File: src/rtl/mixcolumns_pipe_if.sv
// Stream bundle for mixcolumns_pipe: input offer (state, mode, tag), result
// return (state, tag) and the busy indication.
interface mixcolumns_pipe_if #(
    parameter int TAG_W = 4
);
    logic             in_valid;
    logic             in_ready;
    logic [127:0]     in_data;
    logic [1:0]       in_mode;
    logic [TAG_W-1:0] in_tag;
    logic             out_valid;
    logic             out_ready;
    logic [127:0]     out_data;
    logic [TAG_W-1:0] out_tag;
    logic             busy;

    modport master (
        output in_valid, in_data, in_mode, in_tag, out_ready,
        input  in_ready, out_valid, out_data, out_tag, busy
    );

    modport slave (
        input  in_valid, in_data, in_mode, in_tag, out_ready,
        output in_ready, out_valid, out_data, out_tag, busy
    );
endinterface

File: src/rtl/mixcolumns_pipe.sv
// Pipelined AES MixColumns / InvMixColumns / bypass with valid-ready flow control.
// Stage 1 forms per-byte GF products, stage 2 sums them; later stages only delay.
module mixcolumns_pipe #(
    parameter int PIPE_STAGES = 2,
    parameter int TAG_W       = 4
) (
    input  logic             clk,
    input  logic             rst,
    mixcolumns_pipe_if.slave io
);
    localparam int NS = PIPE_STAGES;

    function automatic logic [7:0] xtime(input logic [7:0] b);
        return {b[6:0], 1'b0} ^ (b[7] ? 8'h1b : 8'h00);
    endfunction

    // Per input byte, slot k holds the product used by output row (row_in - k) mod 4.
    function automatic logic [511:0] gf_products(input logic [127:0] d, input logic [1:0] mode);
        logic [511:0] p;
        logic [7:0]   b;
        logic [7:0]   x2;
        logic [7:0]   x4;
        logic [7:0]   x8;
        p = '0;
        for (int j = 0; j < 16; j++) begin
            b  = d[8*j +: 8];
            x2 = xtime(b);
            x4 = xtime(x2);
            x8 = xtime(x4);
            case (mode)
                2'b00:   p[32*j +: 32] = {b, b, x2 ^ b, x2};
                2'b01:   p[32*j +: 32] = {x8 ^ b, x8 ^ x4 ^ b, x8 ^ x2 ^ b, x8 ^ x4 ^ x2};
                default: p[32*j +: 32] = {24'h0, b};
            endcase
        end
        return p;
    endfunction

    function automatic logic [127:0] gf_sum(input logic [511:0] p);
        logic [127:0] s;
        int           k;
        s = '0;
        for (int c = 0; c < 4; c++) begin
            for (int r = 0; r < 4; r++) begin
                for (int i = 0; i < 4; i++) begin
                    k = (i - r + 4) % 4;
                    s[8*(r+4*c) +: 8] = s[8*(r+4*c) +: 8] ^ p[32*(i+4*c) + 8*k +: 8];
                end
            end
        end
        return s;
    endfunction

    logic [NS-1:0]    vld_q;
    logic [NS:0]      rdy;
    logic [NS-1:0]    vin;
    logic [TAG_W-1:0] tag_q [NS];
    logic [TAG_W-1:0] tin   [NS];
    logic [127:0]     out_q;

    always_comb begin
        rdy[NS] = io.out_ready;
        for (int k = NS - 1; k >= 0; k--) begin
            rdy[k] = !vld_q[k] || rdy[k+1];
        end
    end

    always_comb begin
        vin[0] = io.in_valid;
        tin[0] = io.in_tag;
        for (int k = 1; k < NS; k++) begin
            vin[k] = vld_q[k-1];
            tin[k] = tag_q[k-1];
        end
    end

    always_ff @(posedge clk) begin
        if (rst) begin
            vld_q <= '0;
        end else begin
            for (int k = 0; k < NS; k++) begin
                if (rdy[k]) vld_q[k] <= vin[k];
            end
        end
    end

    // Only the output-facing tag needs a reset value; inner tags are qualified by vld_q.
    always_ff @(posedge clk) begin
        for (int k = 0; k < NS; k++) begin
            if (rdy[k] && vin[k]) tag_q[k] <= tin[k];
        end
        if (rst) tag_q[NS-1] <= '0;
    end

    if (NS == 1) begin : g_single
        always_ff @(posedge clk) begin
            if (rst) begin
                out_q <= '0;
            end else if (rdy[0] && vin[0]) begin
                out_q <= gf_sum(gf_products(io.in_data, io.in_mode));
            end
        end
    end else begin : g_split
        logic [511:0] prod_q;
        logic [127:0] res_q  [NS-1];
        logic [127:0] res_in [NS-1];

        always_comb begin
            res_in[0] = gf_sum(prod_q);
            for (int k = 1; k < NS - 1; k++) begin
                res_in[k] = res_q[k-1];
            end
        end

        always_ff @(posedge clk) begin
            if (rdy[0] && vin[0]) prod_q <= gf_products(io.in_data, io.in_mode);
            for (int k = 0; k < NS - 1; k++) begin
                if (rdy[k+1] && vin[k+1]) res_q[k] <= res_in[k];
            end
            if (rst) res_q[NS-2] <= '0;
        end

        assign out_q = res_q[NS-2];
    end

    assign io.in_ready  = rdy[0];
    assign io.out_valid = vld_q[NS-1];
    assign io.out_data  = out_q;
    assign io.out_tag   = tag_q[NS-1];
    assign io.busy      = |vld_q;
endmodule

File: src/flat_wrapper.sv
// flat-port wrapper written by rule: the top's interface ports become plain ports
module mixcolumns_pipe_flat 
#(
    parameter int PIPE_STAGES = 2,
    parameter int TAG_W       = 4
)
  (clk, rst, io_in_valid, io_in_data, io_in_mode, io_in_tag, io_out_ready, io_in_ready, io_out_valid, io_out_data, io_out_tag, io_busy);
  mixcolumns_pipe_if #(.TAG_W(TAG_W)) io_i ();
  input  logic clk;
  input  logic rst;
  input wire logic [$bits(io_i.in_valid)-1:0] io_in_valid;
  input wire logic [$bits(io_i.in_data)-1:0] io_in_data;
  input wire logic [$bits(io_i.in_mode)-1:0] io_in_mode;
  input wire logic [$bits(io_i.in_tag)-1:0] io_in_tag;
  input wire logic [$bits(io_i.out_ready)-1:0] io_out_ready;
  output wire logic [$bits(io_i.in_ready)-1:0] io_in_ready;
  output wire logic [$bits(io_i.out_valid)-1:0] io_out_valid;
  output wire logic [$bits(io_i.out_data)-1:0] io_out_data;
  output wire logic [$bits(io_i.out_tag)-1:0] io_out_tag;
  output wire logic [$bits(io_i.busy)-1:0] io_busy;
  assign io_i.in_valid = io_in_valid;
  assign io_i.in_data = io_in_data;
  assign io_i.in_mode = io_in_mode;
  assign io_i.in_tag = io_in_tag;
  assign io_i.out_ready = io_out_ready;
  assign io_in_ready = io_i.in_ready;
  assign io_out_valid = io_i.out_valid;
  assign io_out_data = io_i.out_data;
  assign io_out_tag = io_i.out_tag;
  assign io_busy = io_i.busy;
  mixcolumns_pipe #(.PIPE_STAGES(PIPE_STAGES), .TAG_W(TAG_W)) u_core (.clk(clk), .rst(rst), .io(io_i));
endmodule
File: config.mk
export PLATFORM = sky130hd
export DESIGN_NAME = mixcolumns_pipe_flat
export DESIGN_NICKNAME = d
export VERILOG_FILES = /design/src/rtl/mixcolumns_pipe_if.sv /design/src/rtl/mixcolumns_pipe.sv /design/src/flat_wrapper.sv
export SDC_FILE = /design/constraint.sdc
export NUM_CORES = 2
export LEC_CHECK = 0
export BUFFER_PORTS_ARGS = -buffer_cell sky130_fd_sc_hd__buf_4
export CORE_MARGIN = 3
export CORE_UTILIZATION = 45
export DETAILED_ROUTE_END_ITERATION = 16
export PLACE_DENSITY_LB_ADDON = 0.2
export REMOVE_ABC_BUFFERS = 1
export SETUP_SLACK_MARGIN = 0.4
export SLEW_MARGIN = 20
export SYNTH_ARGS = -nofsm -noshare
export SYNTH_HDL_FRONTEND = slang
export SYNTH_SLANG_ARGS = --single-unit
File: constraint.sdc
create_clock -name clk -period 42.6 [get_ports clk]
set_clock_uncertainty 0.1 [all_clocks]
set_input_delay 2.13 -clock clk [delete_from_list [all_inputs] [get_ports clk]]
set_output_delay 2.13 -clock clk [all_outputs]
set_load 0.02 [all_outputs]
; Yosys cells after proc, flatten, opt, wreduce, memory -nomap -nowiden
; Memory sizes are Yosys's and may differ from the RTL's.
; Index checks and enable logic that the tools add are counted.
[word_totals]
regBits = 514
ramBits = 136
inputBits = 138
wordCells = 294
n_memories = 2
[op_classes]
eq_ne = 1
n_mux = 71
bitwise_logic = 209
n_reduce_logical = 8
[memory_table]
columns = memory, words, width, rd, rd_clocked_by_memory_dff, write_ports, line_no
row1 = u_core.g_split.res_q, 1, 128, 1, 0, 2, mixcolumns_pipe.sv:105  ; logic [127:0] res_q [NS-1];
row2 = u_core.tag_q, 2, 4, 2, 0, 2, mixcolumns_pipe.sv:57  ; logic [TAG_W-1:0] tag_q [NS];
[op_table]
columns = op, count
row1 = bitwise XOR 8 bit, 208
row2 = case mux 32 bit (2 select lines), 16
row3 = 2-to-1 mux 5 bit, 48
row4 = 2-to-1 mux 1 bit, 6
row5 = 2-to-1 mux 4 bit, 1
row6 = == test 2 x 1 -> 1 bit (second input constant), 1
row7 = logical AND 1 bit, 2
row8 = zero test 1 bit, 2
row9 = zero test 2 bit, 1
row10 = logical OR 1 bit, 2
row11 = OR reduction 2 bit, 1
row12 = bitwise OR 1 bit, 1

; Longest topological paths before layout
[depth]
depth_word = 9
depth_mapped = 7
ltp_nobuf = 4

; Least setup slack after synthesis
; OpenSTA, ideal clock, no wires.
[synth_timing]
path_type = input -> register
from = input io_out_ready
to = register u_core.g_split.prod_q[0] (enable)
t_arrival_ps = 14087
required_time_ps = 41552
slack_ps = 27465
cell_stages = 3
cell_sequence = nor2b_1 > nand2_1 > and2_1
[synth_between]
elab_chain_cells = 3
[synth_lines]
columns = element, line_no
row1 = from (decl), flat_wrapper.sv:15  ; input wire logic [$bits(io_i.out_ready)-1:0] io_out_ready;
row2 = logical OR 1 bit (2 in series), mixcolumns_pipe.sv:64  ; rdy[k] = !vld_q[k] || rdy[k+1];
row3 = named net io_in_ready, flat_wrapper.sv:16  ; output wire logic [$bits(io_i.in_ready)-1:0] io_in_ready;
row4 = logical AND 1 bit, mixcolumns_pipe.sv:116  ; if (rdy[0] && vin[0]) prod_q <= gf_products(io.in_data, io.in_mode);
row5 = to (signal assigned), mixcolumns_pipe.sv:116
row6 = to (decl), mixcolumns_pipe.sv:104  ; logic [511:0] prod_q;
; The timed path passes the listed nets, and every way through them passes these cells.
; A chain may end at the register's enable or synchronous reset.

; Worst setup path in the final report
[layout_timing]
from = input io_out_ready
to = register u_core.g_split.prod_q[335] (enable)
[layout_between]
elab_chain_cells = 3
[layout_lines]
columns = element, line_no
row1 = logical OR 1 bit (2 in series), mixcolumns_pipe.sv:64
row2 = logical AND 1 bit, mixcolumns_pipe.sv:116
; Every way passes these cells.

==> results.sh <==
export IMPL_status="finished, final reports clean"
export IMPL_post_cts_resized=0
export IMPL_tightest_slew_ns=1.06
export IMPL_yosys_area_share_simple_pct=10.4
export IMPL_initial_utilization_pct=45.8
export IMPL_crit_path_end_kind="register"
export IMPL_h_tree_depth=3
export IMPL_final_cells=4683
export IMPL_fmax_mhz=148
export IMPL_synth_fa_ha_area_share_pct=0
export IMPL_grt_max_degree=201
export IMPL_grt_pass1_vias=22500
export IMPL_setup_viol=0
export IMPL_crit_type="input pin to register"
export IMPL_crit_family="buffers and inverters"
export IMPL_insertion_delay_ns=0.61
export IMPL_synth_top_cell_area_share_pct=40.8
export IMPL_io_buffers=272
export IMPL_synth_area_um2=38000
export IMPL_synth_seq_cells=650
export IMPL_hold_path_class="register to register"
export IMPL_placed_cell_area_um2=40200
export IMPL_nets=3633
export IMPL_dp_hpwl_um=57500
export IMPL_hold_end="u_core.tag_q[1][3]"
export IMPL_routed_via_density=4.98
export IMPL_syn_inst=3423
export IMPL_synth_compound_area_share_pct=6.70
export IMPL_synth_distinct_cells=49
export IMPL_core_um2=82900
export IMPL_design_area_um2=42600
export IMPL_grt_pass1_wl_um=134000
export IMPL_cts_setup_buffers=0
export IMPL_synthTopCellsByArea="edfxtp_1 (41%), xnor2_1 (12%), xor2_1 (9.6%)"
export IMPL_hold_violations=0
export IMPL_die_h_um=297
export IMPL_cts_buffers=77
export IMPL_timing_final_crit_share_pct=15.8
export IMPL_worst_r2r_cell_count=7
export IMPL_slowest_stage="buf_4"
export IMPL_dp_cells=4539
export IMPL_worstReg2RegStart="u_core.vld_q[1]"
export IMPL_cts_tree="built"
export IMPL_pwr_density_cell_nw_per_um2=42.2
export IMPL_dr_pass1_iters=5
export IMPL_overflow=0
export IMPL_ys_flop_type="edfxtp_1"
export IMPL_syn_to_final_growth_pct=12.1
export IMPL_num_io_pins=273
export IMPL_synth_top_family_by_area="XOR/XNOR gates"
export IMPL_synth_xor_area_share_pct=31.1
export IMPL_cts_buffer_depth=3
export IMPL_arrival_ns=6.87
export IMPL_worstHoldPathCells=2
export IMPL_async_flop_share_pct=0
export IMPL_max_slew_margin_rel_pct=29.3
export IMPL_drive_above_1_share_pct=12.5
export IMPL_cts_root_buffer="clkbuf_16"
export IMPL_seq_area_frac_synth_pct=47.8
export IMPL_r2r_end="u_core.g_split.prod_q[335]"
export IMPL_drc=0
export IMPL_wirelength_um=86600
export IMPL_clkTransAtPathRegs_ns=0.06
export IMPL_synth_edff_count=516
export IMPL_critPathLaunchType="input pin"
export IMPL_crit_buf_inv=5
export IMPL_fin_util_pct=51.4
export IMPL_crit_top_cell="buf_4"
export IMPL_gp_congestion=0.769
export IMPL_cts_sinks=650
export IMPL_holdCritStartpoint="u_core.tag_q[1][3]"
export IMPL_grt_antenna_before_repair=2
export IMPL_p_leak_nw=16.3
export IMPL_min_period_ns=6.75
export IMPL_grt_usage_pct=19.7
export IMPL_drt_initial_drc_count=1632
export IMPL_cp_slowest_stage_delay_ns=0.94
export IMPL_drv_cap=0
export IMPL_rsz0062_at_grt="false"
export IMPL_synth_top_area_cell="edfxtp_1"
export IMPL_cp_cell_sequence="buf_4 -> nor2b_1 -> nand2_1 -> and2_4 -> buf_4 -> buf_4 -> buf_4 -> buf_4"
export IMPL_ant_nets=0
export IMPL_slew_violations=0
export IMPL_cts_hold_buf=0
export IMPL_detail_route_wl_per_cell_um=18.5
export IMPL_cp_required_ns=42.72
export IMPL_peakVddDrop_uv=30.6
export IMPL_via_count=23300
export IMPL_num_rows=105
export IMPL_rrSetupSlack_ns=37.04
export IMPL_synth_mux_area_share_pct=0.0856
export IMPL_dieArea_um2=88000
export IMPL_nFillCells=7415
export IMPL_fin_tns_setup_ns=0
export IMPL_avgSynthCellArea_um2=11.1
export IMPL_crit_fanout=84
export IMPL_dieWidth_um=297
export IMPL_hold_worst_slack_ns=0.354
export IMPL_ys_warnings_count=0
layout by cell type, fill, tap and decap left out, drive strengths merged, types with 2 or more instances in the layout:
cell type and instances:
a311o 2, o31ai 31, xor2 425, a211oi 128, mux2 2, a2111oi 2
nand3 8, and3 10, nor2 489, o21ai 123, o2111ai 6, a31o 5
clkbuf 117, xor3 90, o21a 15, nand3b 3, or4 6, nor3b 7
a21oi 70, clkinv 20, clkinvlp 2, nand2 323, nor2b 48, buf 290
dfxtp 134, inv 11, a21boi 11, nor3 15, nand2b 23, xnor2 552
xnor3 40, edfxtp 516, diode 2, or2 2, or3 26
flip-flops by register name, indices dropped and copies added, names as in the netlist:
name	count
u_core.tag_q	8
u_core.vld_q	2
u_core.g_split.prod_q	512
u_core.g_split.res_q	128
kinds of logic (layout without fill, tap and decap cells):
logic type	Yosys count	after routing
muxes	3	3
AOI/OAI and AO/OA	397	397
and+or+nand+nor	961	961
xor gates and xnor gates	1107	1107
DFF	650	650
other	0	2
buffers and inverters	305	440
worst max path at each step:
stage                             from                    endpoint  slack, ns  cells past startpoint
after floorplan           io_out_ready    u_core.g_split.prod_q[0]      27.47                      3
after global placement    io_out_ready  u_core.g_split.prod_q[349]      35.18                      8
after detailed placement  io_out_ready  u_core.g_split.prod_q[333]      35.12                      8
after CTS                 io_out_ready  u_core.g_split.prod_q[375]      35.78                      8
after global routing      io_out_ready  u_core.g_split.prod_q[375]      35.40                      8
final                     io_out_ready  u_core.g_split.prod_q[335]      35.85                      8
worst register-to-register path, stage by stage, from the launching register on:
cell and delay, ns:
dfxtp_1 0.31, nor2b_1 0.19, nand2_1 0.11, and2_4 0.80, buf_4 0.95, buf_4 0.87
buf_4 0.79, buf_4 1.01
per-layer routing:
metal  routed length [um]  share of wire [%]  vias up  global-route usage, %
met2                41300                 48      437                   32.7
met1                39600                 46    11200                   27.3
met3                 3770                4.4      112                   2.79
li1                     -                  -    11600                      -
met5                    0                  0        -                      0
met4                 1810                2.1        0                   5.11
report_power, final:
group	total [W]	leakage, nW	internal (W)	switching (W)
Clock	0.000630	1.18	0.000367	0.000264
Combinational	0.000390	8.80	0.000177	0.000212
Sequential	0.000780	6.30	0.000756	0.0000244
Total	0.00180	16.3	0.00130	0.000500
metrics by stage:
stage | setup WS (ns) | power, W
2_1_floorplan | 27.47 | 0.00107
3_3_place_gp | 35.18 | 0.00118
3_5_place_dp | 35.12 | 0.00119
4_1_cts | 35.78 | 0.00183
5_1_grt | 35.40 | 0.00189
6_report | 35.85 | 0.00180
synth_stat cells, types with 2 or more instances:
library cell and instances:
a311o_1 2, o21a_1 15, clkbuf_1 132, a31o_1 4
a211oi_1 128, o21ai_1 15, a21boi_0 6, dfxtp_1 134
o31ai_1 27, buf_1 18, nand3_1 8, or2_2 2
xor2_2 9, buf_6 14, nor2b_1 48, o31ai_2 4
mux2_1 2, buf_2 114, or3_1 26, nor3b_1 7
inv_2 6, xnor2_2 17, or4_1 6, xor2_1 416
nand2b_1 23, xor3_1 90, and3_1 10, a2111oi_0 2
buf_4 20, nor2_1 489, o21ai_0 108, xnor3_1 40
nor3_1 15, nand2_1 323, a21boi_1 5, xnor2_1 534
edfxtp_1 516, o2111ai_1 6, nand3b_1 3, a21oi_1 70
final cells by class:
class	instances	area (um2)	share of cell area, %
antenna	2	5.00	0.0117
clock buffer	116	2260	5.30
clock inverter	26	151	0.355
inverter	7	28.8	0.0675
multi-input combinational	2468	18400	43.1
sequential	650	18200	42.6
tap	1123	1410	3.30
timing repair buffer	291	2230	5.23
Power figures use the tool's default switching activity.
